File: src/rtl/axis_pkg.sv
// Shared types for the AXI-Stream skid buffer: state enums and beat packing.
// Latency: n/a (type definitions only).
// Backpressure: n/a.
`ifndef AXIS_PKG_SV
`define AXIS_PKG_SV

// Beat layout {tdata, tlast, tuser}. This is a macro rather than a package
// typedef because the field widths come from the instantiating module's
// parameters.
`define AXIS_BEAT_STRUCT(BYTES, UBITS) \
    struct packed { \
        logic [(BYTES)*8-1:0] tdata; \
        logic                 tlast; \
        logic [(UBITS)-1:0]   tuser; \
    }

package axis_pkg;

    // States for the zero-latency variant. PASS means the skid slot is empty.
    typedef enum logic [1:0] {
        S_PASS = 2'd0,
        S_SKID = 2'd1
    } skid_state_e;

    // States for the full register slice. The name is the number of beats held.
    typedef enum logic [1:0] {
        S_EMPTY = 2'd0,
        S_ONE   = 2'd1,
        S_TWO   = 2'd2
    } fwd_state_e;

endpackage

`endif

File: src/rtl/axis_skid_slot.sv
// One-beat storage register with a load enable. It has no reset.
// Latency: 1 cycle from ld_i to q_o.
// Backpressure: none. The caller decides when to load.
// Ports: clk, ld_i (load strobe), d_i (beat in), q_o (stored beat).
module axis_skid_slot #(
    parameter int W = 10
) (
    input  logic         clk,
    input  logic         ld_i,
    input  logic [W-1:0] d_i,
    output logic [W-1:0] q_o
);

    logic [W-1:0] data_q;

    always_ff @(posedge clk) begin
        if (ld_i) begin
            data_q <= d_i;
        end
    end

    assign q_o = data_q;

endmodule

File: src/rtl/axis_skid_buffer.sv
// AXI-Stream reverse-path register slice. A one-entry skid store keeps tready registered.
// Latency: 0 cycles by default. With AXIS_SKID_FWD_REG_EN defined it is 1 cycle (full slice).
// Backpressure: axis_i_tready is a flop output. It drops only once a beat has been stored.
// Ports: clk/sresetn (synchronous reset, active low); axis_i_* upstream; axis_o_* downstream;
//        skid_full reports that the skid slot is occupied.
// Config macro: AXIS_SKID_FWD_REG_EN also registers tvalid/tdata/tlast/tuser.
module axis_skid_buffer
    import axis_pkg::*;
#(
    parameter int AXIS_BYTES     = 1,
    parameter int AXIS_USER_BITS = 1
) (
    input  logic                      clk,
    input  logic                      sresetn,
    output logic                      axis_i_tready,
    input  logic                      axis_i_tvalid,
    input  logic                      axis_i_tlast,
    input  logic [AXIS_BYTES*8-1:0]   axis_i_tdata,
    input  logic [AXIS_USER_BITS-1:0] axis_i_tuser,
    input  logic                      axis_o_tready,
    output logic                      axis_o_tvalid,
    output logic                      axis_o_tlast,
    output logic [AXIS_BYTES*8-1:0]   axis_o_tdata,
    output logic [AXIS_USER_BITS-1:0] axis_o_tuser,
    output logic                      skid_full
);

    typedef `AXIS_BEAT_STRUCT(AXIS_BYTES, AXIS_USER_BITS) beat_t;
    localparam int BW = $bits(beat_t);

    beat_t in_beat, skid_beat, out_beat;
    logic  skid_ld;
    logic  tready_q, tready_d;
    logic  in_fire;

    assign in_beat = '{tdata: axis_i_tdata, tlast: axis_i_tlast, tuser: axis_i_tuser};
    assign in_fire = axis_i_tvalid && tready_q;

    axis_skid_slot #(.W(BW)) u_skid (
        .clk  (clk),
        .ld_i (skid_ld),
        .d_i  (in_beat),
        .q_o  (skid_beat)
    );

`ifdef AXIS_SKID_FWD_REG_EN
    fwd_state_e state_q, state_d;
    logic       out_ld, out_from_skid, out_fire;
    beat_t      out_d;

    // The output stage is loaded from the input, or from the skid slot while it drains.
    assign out_d = out_from_skid ? skid_beat : in_beat;

    axis_skid_slot #(.W(BW)) u_out (
        .clk  (clk),
        .ld_i (out_ld),
        .d_i  (out_d),
        .q_o  (out_beat)
    );

    assign out_fire = (state_q != S_EMPTY) && axis_o_tready;

    always_comb begin
        state_d       = state_q;
        out_ld        = 1'b0;
        out_from_skid = 1'b0;
        skid_ld       = 1'b0;
        case (state_q)
            S_EMPTY: begin
                if (in_fire) begin
                    out_ld  = 1'b1;
                    state_d = S_ONE;
                end
            end
            S_ONE: begin
                if (in_fire && out_fire) begin
                    out_ld = 1'b1;
                end else if (in_fire) begin
                    skid_ld = 1'b1;
                    state_d = S_TWO;
                end else if (out_fire) begin
                    state_d = S_EMPTY;
                end
            end
            S_TWO: begin
                // tready is low here, so the only movement is skid -> output.
                if (out_fire) begin
                    out_ld        = 1'b1;
                    out_from_skid = 1'b1;
                    state_d       = S_ONE;
                end
            end
            default: state_d = S_EMPTY;
        endcase
    end

    assign tready_d      = (state_d != S_TWO);
    assign axis_o_tvalid = (state_q != S_EMPTY);
    assign skid_full     = (state_q == S_TWO);

    always_ff @(posedge clk) begin
        if (!sresetn) begin
            state_q  <= S_EMPTY;
            tready_q <= 1'b1;
        end else begin
            state_q  <= state_d;
            tready_q <= tready_d;
        end
    end
`else
    skid_state_e state_q, state_d;

    always_comb begin
        state_d = state_q;
        skid_ld = 1'b0;
        case (state_q)
            S_PASS: begin
                // The beat was accepted upstream but cannot leave, so park it.
                if (in_fire && !axis_o_tready) begin
                    skid_ld = 1'b1;
                    state_d = S_SKID;
                end
            end
            S_SKID: begin
                if (axis_o_tready) begin
                    state_d = S_PASS;
                end
            end
            default: state_d = S_PASS;
        endcase
    end

    // tready_q comes from the next state, never straight from axis_o_tready.
    assign tready_d      = (state_d == S_PASS);
    assign out_beat      = (state_q == S_SKID) ? skid_beat : in_beat;
    assign axis_o_tvalid = (state_q == S_SKID) ? 1'b1 : axis_i_tvalid;
    assign skid_full     = (state_q == S_SKID);

    always_ff @(posedge clk) begin
        if (!sresetn) begin
            state_q  <= S_PASS;
            tready_q <= 1'b1;
        end else begin
            state_q  <= state_d;
            tready_q <= tready_d;
        end
    end
`endif

    assign axis_i_tready = tready_q;
    assign axis_o_tdata  = out_beat.tdata;
    assign axis_o_tlast  = out_beat.tlast;
    assign axis_o_tuser  = out_beat.tuser;

endmodule

File: config.mk
export PLATFORM = sky130hd
export DESIGN_NAME = axis_skid_buffer
export DESIGN_NICKNAME = d
export VERILOG_FILES = /design/src/rtl/axis_pkg.sv /design/src/rtl/axis_skid_slot.sv /design/src/rtl/axis_skid_buffer.sv
export SDC_FILE = /design/constraint.sdc
export NUM_CORES = 1
export LEC_CHECK = 0
export ABC_AREA = 1
export CORE_UTILIZATION = 38
export DETAILED_ROUTE_END_ITERATION = 10
export GPL_TIMING_DRIVEN = 0
export PLACE_DENSITY = 0.76
export SYNTH_ARGS = -nofsm -noshare
export SYNTH_HDL_FRONTEND = slang
export SYNTH_SLANG_ARGS = --single-unit
File: constraint.sdc
create_clock -name clk -period 1.44 [get_ports clk]
set_clock_uncertainty 0.15 [all_clocks]
set_input_delay 0.144 -clock clk [delete_from_list [all_inputs] [get_ports clk]]
set_output_delay 0.144 -clock clk [all_outputs]
set_load 0.01 [all_outputs]
# Yosys cells after proc, flatten, opt, wreduce, memory -nomap -nowiden

Cells that the tools add are included.
Widths: inputs -> output; s select.

Divide/modulo/power cells: 0
Bitwise gates (word level): 0
Mux-type cells: 7
Order comparisons: 0
Add/subtract/negate cells: 0
Reductions and logical operators: 5
Eq/ne operators: 1
$mul: 0
Shifts and indexed selects: 0

Operator list:

| kind               | count |
|---|---|
| $mux 10            | 1 |
| $logic_not 2->1    | 2 |
| $mux 2             | 2 |
| $pmux 2 s2         | 1 |
| $mux 1             | 3 |
| $eq 2x1->1 const B | 1 |
| $logic_and 1x1->1  | 2 |
| $logic_not 1->1    | 1 |

Memories: 0
Bits in registers: 13
Input bits: 14
Bits in read-only memories: 0
Bits in latches: 0
Bits in writable memories: 0

# Depth between registers and ports, before layout

Depth after elaboration: 5
Gate-level depth with buffers: 5
Gate-level depth less buffers: 5

# Modules after synthesis

A second synthesis with hierarchy kept.

Cells, all modules: 60
Area total of the unflattened synthesis: 558.0 µm²

Modules (own cells, without submodules):

| module           | instances | seq. area each (µm²) | cells an instance | area an instance (µm²) |
|---|---|---|---|---|
| axis_skid_slot   | 1         | 300.3                | 10                | 300.3 |
| axis_skid_buffer | 1         | 60.1                 | 50                | 257.7 |

# Worst setup path before layout

No wires, ideal clock.

Path kind: reg2reg
Start: register tready_q, in the netlist axis_i_tready
End: register u_skid.data_q[0], in the netlist u_skid.q_o[0] (enable)
Required time: 0.956 ns
Stages on the path, launching flop included: 5
Slack: 0.169 ns
Path buffers: 0
Arrival time: 0.787 ns
Cell sequence: dfxtp_1 -> nand2_1 -> nor2_1 -> nand2_1 -> inv_1

Word-level cells in the longest chain between the ends: 4

RTL lines:

| item                   | line                    | RTL |
|---|---|---|
| start, declared        | axis_skid_buffer.sv:33  | `logic tready_q, tready_d;` |
| start signal, assigned | axis_skid_buffer.sv:145 | `tready_q <= tready_d;` |
| $logic_and 1x1->1      | axis_skid_buffer.sv:37  | `assign in_fire = axis_i_tvalid && tready_q;` |
| $logic_and 1x1->1      | axis_skid_buffer.sv:119 | `if (in_fire && !axis_o_tready) begin` |
| $mux 1                 | axis_skid_buffer.sv:119 |  |
| $mux 1                 | axis_skid_buffer.sv:116 | `case (state_q)` |
| net skid_ld            | axis_skid_buffer.sv:32  | `logic skid_ld;` |
| end signal, assigned   | axis_skid_slot.sv:18    | `data_q <= d_i;` |
| end, declared          | axis_skid_slot.sv:14    | `logic [W-1:0] data_q;` |

The timed path passes the listed nets, and every way through them passes these cells.
A chain may end at the register's enable or synchronous reset.

# Worst setup path after layout

Start: register state_q[0]
End: output port axis_o_tvalid

Word-level cells in the longest chain between the ends: 2

RTL lines:

| item                   | line                    | RTL |
|---|---|---|
| start, declared        | axis_skid_buffer.sv:111 | `skid_state_e state_q, state_d;` |
| start signal, assigned | axis_skid_buffer.sv:144 | `state_q <= state_d;` |
| $eq 2x1->1             | axis_skid_buffer.sv:136 | `assign axis_o_tvalid = (state_q == S_SKID) ? 1'b1 : axis_i_tvalid;` |
| $mux 1                 | axis_skid_buffer.sv:136 |  |
| end, declared          | axis_skid_buffer.sv:21  | `output logic axis_o_tvalid,` |

Every way passes these cells.

==> out/qor.yml <==
status:
  outcome: "finished, violations left"
  violations: "setup timing"
timing:
  report.final.slew_viol_count: 0
  fin_ws_ns: -0.143
  rsz0062_at_grt: "true"
  finalCritPeriodShare: 1.10
  finalSetupViolCount: 11
  hold_viol: 0
  fin_crit_ns: 1.58
  max_freq_mhz: 632
job:
  cap_violations: 0
yosys:
  syn_inst: 60
  ys_warn_count: 0
  synth_cell_types: 12
  netlist_area_um2: 558
  synth-seq-cells: 13
  synth-seq-area-share: 0.646
  avgSynthCellArea_um2: 9.30
  syn_nets: 74
drt:
  wl_met3_um: 75
  num_vias: 502
  firstDrtPassIters: 4
  ant_nets: 0
  highest_layer: "met4"
  wl_per_cell_um: 11.1
  remaining_drc_errors: 0
  wl_met1_um: 532
  drt_iter0_drc: 5
  finalWirelength_mm: 1.24
  via_per_inst: 4.48
  wl_met2_um: 618
critical_path:
  start_kind: "flip-flop"
  cp_slowest_cell: "dfxtp_2"
  cp.required_ns: 1.15
  crit_fanout: 5
  path_class: "flip-flop to output port"
  crit_path_cell_trace: "inv_2, nor2_4, buf_4, buf_6, or2_4, buf_6"
  worst_setup_path_end_kind: "output port"
  cpMostUsedCell: "buf_6"
  cp.arrival_ns: 1.29
  cpPeakStageDelay_ns: 0.33
  cp.buffers_inverters: 4
  critPathTopFamily: "buffers and inverters"
final_layout:
  drive_above_1_share: 0.412
  n_fill_cell: 114
  n_antenna_cell: 0
  final_nets: 112
  area_growth_pct: 65.2
grt:
  grt_pass1_vias: 473
  grt_max_degree: 11
  grt_pass1_wl_mm: 1.86
  groute.usage.overall: 0.182
  grt_antenna_before_repair: 0
  grt_overflow: 0
floorplanning:
  start_util: 0.418
  fp-row-count: 13
  die_w_um: 40.3
  ios: 27
  die_area_um2: 1630
  die_h_um: 40.3
  core_um2: 1330
cts:
  cts_htree_levels: 1
  path_clk_slew_ns: 0.08
  clkSinkCount: 13
  clock_latency_ns: 0.27
  cts_root_buffer: "clkbuf_4"
  hold_buffers: 0
  cts_tree: "built"
  clockBufferDepth: 2
  cts_buffers: 3
place:
  dp_slack_ns: -0.234
  place_congestion: 0.620
  portBuffers: 26
power:
  ir_worst_vdd_mv: 0.569
  leakage_nw: 0.417
  finalPower_uw: 766
  power.density_nw_per_um2: 831
min_path:
  worstHoldPathType: "input pin to flip-flop"
-- placed cells by master, fill, tap and decap left out --
cell	n
nand2_1	26
or2_4	1
buf_4	1
nor2_4	1
nand2_2	9
edfxtp_1	10
dlygate4sd2_1	1
dfxtp_2	2
inv_4	1
conb_1	1
buf_6	9
buf_2	10
nor2_1	2
clkbuf_4	3
inv_1	2
clkinv_2	1
clkinvlp_4	1
inv_2	1
clkdlybuf4s50_1	13
a21oi_1	1
dfxtp_1	1
-- flip-flops by register name, indices dropped and copies added (netlist names) --
| register | cells |
|---|---|
| state_q | 2 |
| u_skid.q_o | 10 |
| axis_i_tready | 1 |
-- report_power, final --
part           leakage, nW  switching, mW  total (mW)  internal, mW
Combinational        0.283         0.0534       0.122        0.0690
Clock               0.0177          0.119       0.221         0.103
Sequential           0.117        0.00537       0.422         0.417
Total                0.417          0.177       0.766         0.589
-- kinds of logic (layout without fill, tap and decap cells) --
group	count (synthesis)	in the layout	synth area share
AND/OR/NAND/NOR	39	39	0.285
AO/OA/AOI/OAI	1	1	0.00896
other	1	1	0.00672
flip-flops	13	13	0.646
buffers and inverters	6	43	0.0538
-- synth_stat cells --
cell type,n,share of area
edfxtp_1,10,0.54
inv_1,4,0.027
buf_6,1,0.020
conb_1,1,0.0067
nor2_1,2,0.013
nand2_2,1,0.011
or2_2,1,0.011
dfxtp_1,3,0.11
nand2_1,34,0.23
inv_2,1,0.0067
a21oi_1,1,0.0090
nor2_4,1,0.020
-- worst paths after layout --
path                            startpoint                        to  slack, ns  cells past startpoint
setup reg to reg  axis_i_tready$_SDFF_PN1_   u_skid.q_o[1]$_DFFE_PP_       0.17                      4
setup / recovery     state_q[0]$_SDFF_PN0_             axis_o_tvalid      -0.14                      6
hold / removal                     sresetn  axis_i_tready$_SDFF_PN1_       0.23                      2
hold reg to reg      state_q[0]$_SDFF_PN0_     state_q[0]$_SDFF_PN0_       0.48                      3
-- metrics by stage --
stage          cells  area (µm²)  hold slack, ns   util  setup TNS [ns]
2_1_floorplan     60         558          0.0627      -               0
3_3_place_gp     101         837           0.393  0.628           -3.72
3_5_place_dp     101         837           0.407  0.628           -4.08
4_1_cts          112         911           0.233  0.683          -0.914
5_1_grt          112         922           0.255  0.691           -1.82
6_report         112         922           0.232  0.691          -0.966
-- per-layer routing --
metal / GRT usage / vias up
met5: 0 / -
met4: 0.150 / 0
met3: 0.0167 / 2
met2: 0.302 / 20
met1: 0.210 / 220
li1: - / 260
-- timing repair --
item | in CTS | in global routing
resized for setup | 68 | 5
pin swaps | 6 | 4
cloned | 1 | 0
setup buffers | 6 | 1
setup endpoints to repair | 13 | 22
-- cell type report --
cell class              instances  area, µm²  area share
well taps                      15       18.8      0.0204
multi-input cells              41        190       0.206
flip-flops and latches         13        363       0.393
inverters                       5       25.0      0.0271
clock buffers                   3       22.5      0.0244
repair buffers                 33        287       0.311
clock inverters                 1       5.00     0.00543
plain buffers                   1       11.3      0.0122
Power figures use the tool's default switching activity.
